**src/rtl/fifo.sv**
```systemverilog
// ---------------------------------------------------------------------------
// fifo -- single-clock synchronous FIFO with registered read data,
// write-accept / read-valid strobes and programmable almost-full /
// almost-empty thresholds.
//
// Parameters
//   WIDTH   data word width in bits (>= 1)
//   DEPTH   number of storage entries (power of two, >= 2)
//   H_POS   almost-full threshold in entries  (L_POS < H_POS <= DEPTH)
//   L_POS   almost-empty threshold in entries (0 <= L_POS < H_POS)
//
// Ports
//   clk      in   rising-edge clock
//   rst      in   asynchronous active-low reset
//   we       in   write request
//   din      in   write data, sampled with we
//   full     out  FIFO holds DEPTH entries
//   re       in   read request
//   dout     out  registered read data, holds when no read is accepted
//   empty    out  FIFO holds 0 entries
//   val      out  one-cycle strobe: dout carries the word of an accepted read
//   ack      out  one-cycle strobe: the previous cycle's write was accepted
//   p_full   out  almost full  (count >= H_POS)
//   p_empty  out  almost empty (count <= L_POS)
// ---------------------------------------------------------------------------
module fifo #(
    parameter int WIDTH = 8,
    parameter int DEPTH = 16,
    parameter int H_POS = 14,
    parameter int L_POS = 2
) (
    input  logic             clk,
    input  logic             rst,
    input  logic             we,
    input  logic [WIDTH-1:0] din,
    output logic             full,
    input  logic             re,
    output logic [WIDTH-1:0] dout,
    output logic             empty,
    output logic             val,
    output logic             ack,
    output logic             p_full,
    output logic             p_empty
);

    localparam int AW = $clog2(DEPTH);
    localparam int CW = AW + 1;

    localparam logic [CW-1:0] DEPTH_C = CW'(DEPTH);
    localparam logic [CW-1:0] H_POS_C = CW'(H_POS);
    localparam logic [CW-1:0] L_POS_C = CW'(L_POS);

    logic [WIDTH-1:0] mem_q [DEPTH];

    logic [AW-1:0]    wr_ptr_q, wr_ptr_d;
    logic [AW-1:0]    rd_ptr_q, rd_ptr_d;
    logic [CW-1:0]    count_q,  count_d;
    logic [WIDTH-1:0] dout_q,   dout_d;
    logic             val_q,    val_d;
    logic             ack_q,    ack_d;

    logic wr_en;
    logic rd_en;

    // Status flags are decoded from the registered count only, so an
    // accepted operation shows up in the flags the cycle after its edge.
    always_comb begin
        full    = (count_q == DEPTH_C);
        empty   = (count_q == '0);
        p_full  = (count_q >= H_POS_C);
        p_empty = (count_q <= L_POS_C);
    end

    // A write while full is dropped even if a read is accepted in the same
    // cycle; a read while empty never bypasses a simultaneous write.
    assign wr_en = we & ~full;
    assign rd_en = re & ~empty;

    // NOTE: every signal written here gets a default first, so no path leaves
    // it unassigned and no latch is inferred.
    always_comb begin
        wr_ptr_d = wr_ptr_q;
        rd_ptr_d = rd_ptr_q;
        count_d  = count_q;
        dout_d   = dout_q;
        val_d    = rd_en;
        ack_d    = wr_en;

        // Pointers are exactly AW bits wide, so DEPTH-1 wraps to 0 for free.
        if (wr_en) begin
            wr_ptr_d = wr_ptr_q + AW'(1);
        end
        if (rd_en) begin
            rd_ptr_d = rd_ptr_q + AW'(1);
            dout_d   = mem_q[rd_ptr_q];
        end

        unique case ({wr_en, rd_en})
            2'b10:   count_d = count_q + CW'(1);
            2'b01:   count_d = count_q - CW'(1);
            default: count_d = count_q;
        endcase
    end

    // NOTE: sequential state uses non-blocking assignments so every flop
    // samples the pre-edge values regardless of process ordering.
    always_ff @(posedge clk or negedge rst) begin
        if (!rst) begin
            wr_ptr_q <= '0;
            rd_ptr_q <= '0;
            count_q  <= '0;
            dout_q   <= '0;
            val_q    <= 1'b0;
            ack_q    <= 1'b0;
        end else begin
            wr_ptr_q <= wr_ptr_d;
            rd_ptr_q <= rd_ptr_d;
            count_q  <= count_d;
            dout_q   <= dout_d;
            val_q    <= val_d;
            ack_q    <= ack_d;
        end
    end

    // NOTE: the storage array has no reset; clearing the count and pointers
    // already makes its old contents unreachable, and an unreset array can map
    // onto plain RAM.
    always_ff @(posedge clk) begin
        if (wr_en) begin
            mem_q[wr_ptr_q] <= din;
        end
    end

    assign dout = dout_q;
    assign val  = val_q;
    assign ack  = ack_q;

endmodule

```
**config.mk**
```make
export PLATFORM = sky130hd
export DESIGN_NAME = fifo
export DESIGN_NICKNAME = d
export VERILOG_FILES = /design/src/rtl/fifo.sv
export SDC_FILE = /design/constraint.sdc
export NUM_CORES = 1
export LEC_CHECK = 0
export CORE_MARGIN = 8
export CORE_UTILIZATION = 30
export DETAILED_ROUTE_END_ITERATION = 8
export HOLD_SLACK_MARGIN = 0.05
export RECOVER_POWER = 100
export SLEW_MARGIN = 20
export SYNTH_ARGS = -nofsm -noshare
export SYNTH_HDL_FRONTEND = slang
export SYNTH_SLANG_ARGS = --single-unit
```
**constraint.sdc**
```tcl
create_clock -name clk -period 2.7 [get_ports clk]
set_input_delay 0.54 -clock clk [delete_from_list [all_inputs] [get_ports clk]]
set_output_delay 0.54 -clock clk [all_outputs]
set_load 0.05 [all_outputs]
```
* Word-level counts from Yosys, hierarchy flattened
Memories as Yosys holds them, arrays and structs flattened. A register that Yosys moved wholly into a read port is not among the register bits. Index checks and enable logic that the tools add are counted.
Operators by class: muxes and demuxes 3, bitwise operators 4, add/sub/neg operators 4, equal/unequal tests 3, $lt $le $gt $ge 2, reductions and logical operators 3
Operators with widths (number):
- 5-bit case mux with 2 select lines | 1
- 4-bit by 1-bit adder with 4-bit output (second input constant) | 2
- 5-bit by 1-bit adder with 5-bit output (second input constant) | 1
- 5-bit equality test (second input constant) | 1
- 5-bit by 4-bit >= comparator with 1-bit output (second input constant) | 1
- 5-bit by 2-bit <= comparator with 1-bit output (second input constant) | 1
- 5-bit zero test | 1
- 5-bit by 1-bit subtractor with 5-bit output (second input constant) | 1
- 1-bit AND | 2
- 2-bit by 1-bit equality test with 1-bit output (second input constant) | 1
- 2-bit equality test (second input constant) | 1
- 1-bit two-way mux | 2
- 1-bit NOT | 2
- 2-bit nonzero test | 1
- 1-bit zero test | 1
Word-level totals: register bits 15, bits of input ports 12, memory bits (writable) 128, memories kept 1
Memories:
- mem_q | words 16, bits a word 8, rd ports 1, clocked after memory_dff 1, write ports 1, line 53 | logic [WIDTH-1:0] mem_q [DEPTH];

* Depth between registers and ports, before layout
Gate-level depths: netlist of run 1.
depth after elaboration 5, depth in mapped cells 13, mapped depth without buffers 12

* Least setup slack after synthesis of run 1
No wires, ideal clock.
path type reg-to-reg, from register count_q[4], to register count_q[4], arrival time 2.684 ns, clock period less this slack 2.807 ns, stages on the path, launching flop included 12, path buffers 0, slack -0.107 ns, cell sequence dfrtp_1 or3_1 or3_1 nand2_2 inv_2 ha_1 ha_1 nor2b_1 o21ai_1 a21oi_1 or3b_1 xnor2_1
Between the ends: longest elaborated chain between the ends 5
RTL lines:
- start: declaration | line 57 | logic [CW-1:0] count_q, count_d;
- start signal: assignment | line 118 | count_q <= count_d;
- 5-bit zero test * | line 69 | empty = (count_q == '0);
- 1-bit NOT * | line 77 | assign rd_en = re & ~empty;
- 1-bit AND * | line 77
- via rd_en | line 63 | logic rd_en;
- 2-bit by 1-bit equality test with 1-bit output / 2-bit equality test (equally long branches) | line 98 | unique case ({wr_en, rd_en})
- 5-bit case mux with 2 select lines / 2-bit nonzero test (equally long branches)
The timed path passes the listed nets; every way through them passes the cells marked *. A chain may end at the register's enable or synchronous reset.

* Worst setup path in the final report of run 1
from register count_q[3], to register count_q[4]
The elaborated chain is that of the path after synthesis.

==> impl_metrics.csv, run 1 <==
group,metric,value,unit
cts,cts_hold_buf,0,
synthesis,netlist_top_cells_count,"128 x edfxtp_1, 33 x mux4_2, 27 x nand2_1",
timing,tns,0,ns
finish,fin_cells,657,
synthesis,ys_warn_count,0,
timing,slew_viol_final,0,
drt,drt_wl_total,11800,um
cts,worstSkewPairLatency,0.42,ns
status,status,"finished clean",
cts,cts_made_buffers,17,
global_routing,grt_max_degree,25,
timing,rsz0062_at_grt,"true",
setup_path,crit_family,"simple AND/OR/NAND/NOR gates",
placement,place_congestion,0.719,
placement,dp_hpwl,7650,um
finish,utilization,37.8,%
setup_path,startpoint_type,"flip-flop",
finish,fin_nets,401,
floorplan,fp.dieH,157,um
synthesis,synth_edf_count,128,
setup_path,critPathMaxFanout,4,
synthesis,avgSynthCellArea,18.8,um^2
synthesis,syn_area,0.00599,mm^2
global_routing,grt_pass1_wl,18100,um
global_routing,antenna_found_initial,0,
drt,drt_iter0_drc,273,
synthesis,yosysSeqAreaShare,73.8,%
cts,cts_tree,"built",
timing,worstMarginPinSlew,1.32,ns
pwr,fin_total_pwr,8.08,mW
setup_path,cp.arrival,2.97,ns
drt,via_per_inst,4.50,
timing,setup_viol,0,
global_routing,overflow,0,
floorplan,die_area,0.0248,mm^2
cts,path_clk_slew,0.06,ns
setup_path,cp-end-kind,"flip-flop",
drt,drc,0,
drt,wl_per_cell,18.0,um
global_routing,grt_pass1_vias,3166,
timing,fmax,0.375,GHz
synthesis,ys_seq_elements,151,
cts,root_buffer,"clkbuf_16",
floorplan,ios,26,
timing,fin_crit_sh,98.9,%
synthesis,synth_top_cells_by_area,"edfxtp_1 64%, mux4_2 12%, dfrtp_1 9.6%, ha_1 1.9%, nand2_1 1.7%",
timing,worst_slack,0.0307,ns
pwr,p_leak,2.53,nW
drt,via_count,2954,
setup_path,critPathBufInv,1,
timing,fin_skew,0.00667,ns
finish,drive_above_1_share,27.3,%
timing,min_period,2.67,ns
pwr,vdd.ir_drop.worst,0.412,mV
finish,final_area,0.00738,mm^2
synthesis,yosysMostFrequentCell,"edfxtp_1",
synthesis,synth.distinct_cells,34,
finish,area_delta_synth_final,23.1,%
synthesis,synth_top_area_share,64.1,%
cts,cts_buffer_depth,2,
placement,io_buffer_count,25,
floorplan,core_area,0.0195,mm^2
cts,cts.sinks,151,
placement,dp.cells,624,
drt,drtPass1Iterations,4,
synthesis,yosysTopAreaCell,"edfxtp_1",
synthesis,synthFlopType,"edfxtp_1",
setup_path,max_stage_delay,0.41,ns
timing,hold_viol,0,
drt,ant_nets,0,
setup_path,path_cells,"or3_4 > or3_4 > nand2_4 > inv_2 > ha_4 > ha_4 > nor2b_1 > o21ai_1 > a21oi_1 > or3b_1 > xnor2_1",
synthesis,syn-num-nets,341,
synthesis,syn_inst,319,
timing,worst_hold_slack,0.481,ns
setup_path,cpMaxStageDelayCell,"dfrtp_1",
placement,dpl_cell_area,0.00677,mm^2
floorplan,fp.dieW,157,um
floorplan,std_cell_rows,51,
cts,htree_levels,4,
job,drv_cap,0,
min_path,hp-class,"reg -> reg",
synthesis,async_reset_ff_share,15.2,%
setup_path,setup.worst_path.class,"reg -> reg",
placement,dp_slack,-0.0626,ns
timing,slew-limit-headroom,11.9,%
finish,antenna_cells,0,
setup_path,critical_path_required,3.00,ns
global_routing,grt_usage,10.1,%
pwr,p_per_area,1100,mW/mm^2
floorplan,initial_core_util,30.7,%
[per-layer routing]
metal  GRT usage [%]  vias up  share of wire, %
li1                -     1366                 -
met3            3.04       12               3.3
met2            17.1       35                52
met1            12.0     1541                44
met4            3.81        0               1.1
met5               0        -                 0
[sequential cells by signal (all words and copies together), names as in the netlist]
signal    count
val           1
ack           1
mem_q       128
dout          8
wr_ptr_q      4
count_q       5
rd_ptr_q      4
[final timing paths]
| kind | depth (start not counted) | start | slack (ns) | endpoint |
|---|---|---|---|---|
| max reg2reg | 11 | count_q[3]$_DFFE_PN0P_ | 0.03 | count_q[4]$_DFFE_PN0P_ |
| min reg2reg | 2 | dout[7]$_DFFE_PN0P_ | 0.48 | dout[7]$_DFFE_PN0P_ |
| min | 2 | dout[7]$_DFFE_PN0P_ | 0.48 | dout[7]$_DFFE_PN0P_ |
| max in group asynchronous | 2 | rst | 0.88 | rd_ptr_q[2]$_DFFE_PN0P_ |
| max | 11 | count_q[3]$_DFFE_PN0P_ | 0.03 | count_q[4]$_DFFE_PN0P_ |
| min in group asynchronous | 2 | rst | 0.95 | count_q[2]$_DFFE_PN0P_ |
[tightest hold or removal path, stage by stage, from the launching register on]
cell and delay, ns:
dfrtp_1 0.34, nand2_1 0.05, o21ai_1 0.06
[area by class of cell]
| class | instances | area [um^2] |
|---|---|---|
| Clock buffer | 20 | 437 |
| Clock inverter | 12 | 150 |
| Fill cell | 1841 | 12100 |
| Inverter | 10 | 37.5 |
| Multi-Input combinational cell | 142 | 1510 |
| Sequential cell | 151 | 4420 |
| Tap cell | 265 | 332 |
| Timing Repair Buffer | 57 | 495 |
[power breakdown]
part | switching [mW] | total (mW) | internal (mW)
Combinational | 1.39 | 2.58 | 1.18
Sequential | 0.261 | 3.16 | 2.90
Clock | 0.893 | 2.34 | 1.45
[cells in the final DEF (no fill, tap or decap), types with 9 or more instances in the layout]
master	n
nor2_1	12
o21ai_1	10
buf_4	31
mux4_2	33
nand2_1	27
dfrtp_1	22
edfxtp_1	128
clkbuf_16	17
clkdlybuf4s50_1	14
dlygate4sd3_1	9
[repair_timing]
| item | CTS | global route |
|---|---|---|
| endpoints found under the setup margin | 2 | 2 |
| pin swaps | 0 | 1 |
| resized for setup | 1 | 5 |
| cloned | 0 | 0 |
| buffers inserted | 1 | 0 |
[cell families after synthesis]
kind of cell / Yosys count / synth area share [%]
compound gates: 23 / 2.46
xor+xnor: 10 / 1.46
fa+ha+maj: 10 / 2.21
buf+inv: 26 / 1.92
flops: 151 / 73.8
mux: 42 / 13.9
simple gates: 57 / 4.26
(Power assumes the default switching activity.)
==> inputs of run 2 (changes only) <==
--- a/config.mk
+++ b/config.mk
@@ -8,8 +8,10 @@
 export CORE_MARGIN = 8
 export CORE_UTILIZATION = 30
 export DETAILED_ROUTE_END_ITERATION = 8
+export GPL_ROUTABILITY_DRIVEN = 0
 export HOLD_SLACK_MARGIN = 0.05
 export RECOVER_POWER = 100
+export REMOVE_ABC_BUFFERS = 1
 export SLEW_MARGIN = 20
 export SYNTH_ARGS = -nofsm -noshare
 export SYNTH_HDL_FRONTEND = slang
==> run 2 against run 1 <==
Sequential share of layout area decreased by 0.86 points. Clock-buffer cell count unchanged. First-iteration DRC count decreased by 18%. Routed wire length decreased by 1.2%. Core utilization increased by 0.54 points. Clock skew increased by 0.0016 ns. Sequential cell count unchanged. Critical path depth increased by 1. Power increased by 1.5%.
==> impl_metrics.csv, run 2 (synthesis gave the netlist of run 1 again) <==
group,metric,value,unit
floorplan,initial_core_util,30.7,%
finish,fin_nets,410,
finish,final_area,0.00748,mm^2
cts,cts_hold_buf,0,
timing,slew_viol_final,0,
timing,fmax,0.373,GHz
pwr,pwr-share-seq,38.1,%
cts,path_clk_slew,0.06,ns
finish,final_common_cell,"edfxtp_1",
setup_path,path_cells,"or3_4 > or3_4 > nand2_4 > inv_4 > ha_4 > inv_4 > fa_2 > nor2b_4 > o21ai_2 > a21oi_2 > or3b_4 > xnor2_2",
global_routing,grt_max_degree,24,
timing,fin_skew,0.00825,ns
finish,max_flop_register,"mem_q",
timing,worst_hold_slack,0.481,ns
timing,hold_viol,0,
drt,drt_wl_total,11700,um
finish,layout_common_cells,"128 x edfxtp_1, 39 x buf_4, 33 x mux4_2, 27 x nand2_1, 23 x dfrtp_1",
setup_path,cp.arrival,2.97,ns
cts,cts_buffer_depth,2,
cts,cts_made_buffers,17,
finish,drive_above_1_share,30.2,%
timing,fin_crit_sh,99.3,%
setup_path,startpoint_type,"flip-flop",
drt,via_count,3036,
pwr,p_int,5.62,mW
drt,dr.max_layer_used,"met4",
floorplan,die_area,0.0248,mm^2
cts,htree_levels,4,
setup_path,critPathMaxFanout,3,
placement,dpl_cell_area,0.00676,mm^2
drt,drc,0,
pwr,vdd.ir_drop.worst,0.329,mV
drt,drtPass1Iterations,4,
drt,drt_iter0_drc,224,
timing,rsz0062_at_grt,"true",
cts,cts.sinks,151,
setup_path,crit_family,"simple AND/OR/NAND/NOR gates",
drt,wl_met2,5790,um
setup_path,critical_path_required,2.99,ns
finish,multi_input_area,0.00156,mm^2
setup_path,cpMaxStageDelayCell,"dfrtp_1",
global_routing,overflow,0,
pwr,p_per_area,1100,mW/mm^2
finish,fin_cells,666,
placement,io_buffer_count,25,
drt,ant_nets,0,
timing,worstMarginPinSlew,1.29,ns
floorplan,fp.dieW,157,um
timing,setup_viol,0,
pwr,combPwrFrac,33.3,%
setup_path,cp-end-kind,"flip-flop",
cts,cts_tree,"built",
placement,dp.cells,629,
finish,fillers,1807,
drt,met1_length,4850,um
finish,area_delta_synth_final,24.9,%
global_routing,grt_pass1_wl,18300,um
drt,wl_met3,829,um
setup_path,critPathBufInv,2,
min_path,hp-class,"reg -> reg",
cts,root_buffer,"clkbuf_16",
timing,min_period,2.68,ns
job,drv_cap,0,
floorplan,fp.dieH,157,um
global_routing,grt_pass1_vias,3184,
cts,worstSkewPairLatency,0.42,ns
drt,wl_per_cell,17.5,um
global_routing,grt_usage,10.2,%
floorplan,std_cell_rows,51,
finish,regArea,0.00442,mm^2
finish,utilization,38.3,%
floorplan,core_area,0.0195,mm^2
status,status,"finished clean",
floorplan,ios,26,
drt,via_per_inst,4.56,
global_routing,antenna_found_initial,0,
placement,dp_hpwl,7530,um
pwr,power_switching,2.58,mW
timing,slew-limit-headroom,13.9,%
finish,antenna_cells,0,
pwr,p_sw_share,31.5,%
setup_path,max_stage_delay,0.39,ns
pwr,pwr-share-clk,28.6,%
pwr,p_leak,2.59,nW
setup_path,setup.worst_path.class,"reg -> reg",
finish,largest_reg_flops,128,
run 2: final timing paths:
check | start | endpoint | slack [ns] | cells past startpoint
setup reg to reg | count_q[3]$_DFFE_PN0P_ | count_q[4]$_DFFE_PN0P_ | 0.02 | 12
hold reg to reg | dout[5]$_DFFE_PN0P_ | dout[5]$_DFFE_PN0P_ | 0.48 | 2
min in group asynchronous | rst | rd_ptr_q[0]$_DFFE_PN0P_ | 0.93 | 2
setup / recovery | count_q[3]$_DFFE_PN0P_ | count_q[4]$_DFFE_PN0P_ | 0.02 | 12
hold / removal | dout[5]$_DFFE_PN0P_ | dout[5]$_DFFE_PN0P_ | 0.48 | 2
max in group asynchronous | rst | wr_ptr_q[3]$_DFFE_PN0P_ | 1.01 | 2
run 2: layer usage:
layer / GRT usage, % / vias up
met3: 3.32 / 15
met2: 16.5 / 95
met4: 4.13 / 0
met5: 0 / -
li1: - / 1384
met1: 12.3 / 1542
run 2: layout make-up:
type | count | area share (%)
timing repair buffer | 66 | 7.32
clock buffer | 20 | 5.84
tap | 265 | 4.43
sequential | 151 | 59.1
multi-input combinational | 142 | 20.8
inverter | 10 | 0.568
clock inverter | 12 | 2.01
run 2: through the flow:
step / power, mW / TNS (ns) / worst slack, ns
3_3_place_gp: 5.70 / 0 / 0.0237
2_1_floorplan: 4.84 / -0.223 / -0.223
4_1_cts: 8.19 / 0 / 0.00202
5_1_grt: 8.62 / -0.0723 / -0.0723
3_5_place_dp: 5.78 / -0.0771 / -0.0771
6_report: 8.20 / 0 / 0.0188
run 2: power by group through the flow:
stage | clock network [mW] | logic (mW) | registers, mW
2_1_floorplan | 0 | 1.31 | 3.53
3_3_place_gp | 0 | 2.56 | 3.15
3_5_place_dp | 0 | 2.61 | 3.17
4_1_cts | 2.39 | 2.67 | 3.13
5_1_grt | 2.48 | 2.96 | 3.18
6_report | 2.34 | 2.73 | 3.13
run 2: repair_timing:
item | in CTS | in global routing
gates resized for setup | 9 | 13
setup buffers | 1 | 4
setup endpoints to repair | 2 | 1
hold endpoints to repair | 0 | 0
pin swaps | 5 | 11
run 2: tightest hold or removal path, delay by kind of cell (launching register included):
kind	cells	cell delay [ns]
AO/OA/AOI/OAI	1	0.06
AND/OR/NAND/NOR	1	0.05
flip-flops	1	0.34
==> inputs of run 3 (changes only) <==
--- a/config.mk
+++ b/config.mk
@@ -7,6 +7,7 @@
 export LEC_CHECK = 0
 export CORE_MARGIN = 8
 export CORE_UTILIZATION = 30
+export CTS_CLUSTER_DIAMETER = 100
 export DETAILED_ROUTE_END_ITERATION = 8
 export GPL_ROUTABILITY_DRIVEN = 0
 export HOLD_SLACK_MARGIN = 0.05
==> results of run 3 <==
Final layout, timing and power as in run 2 (identical DEF).
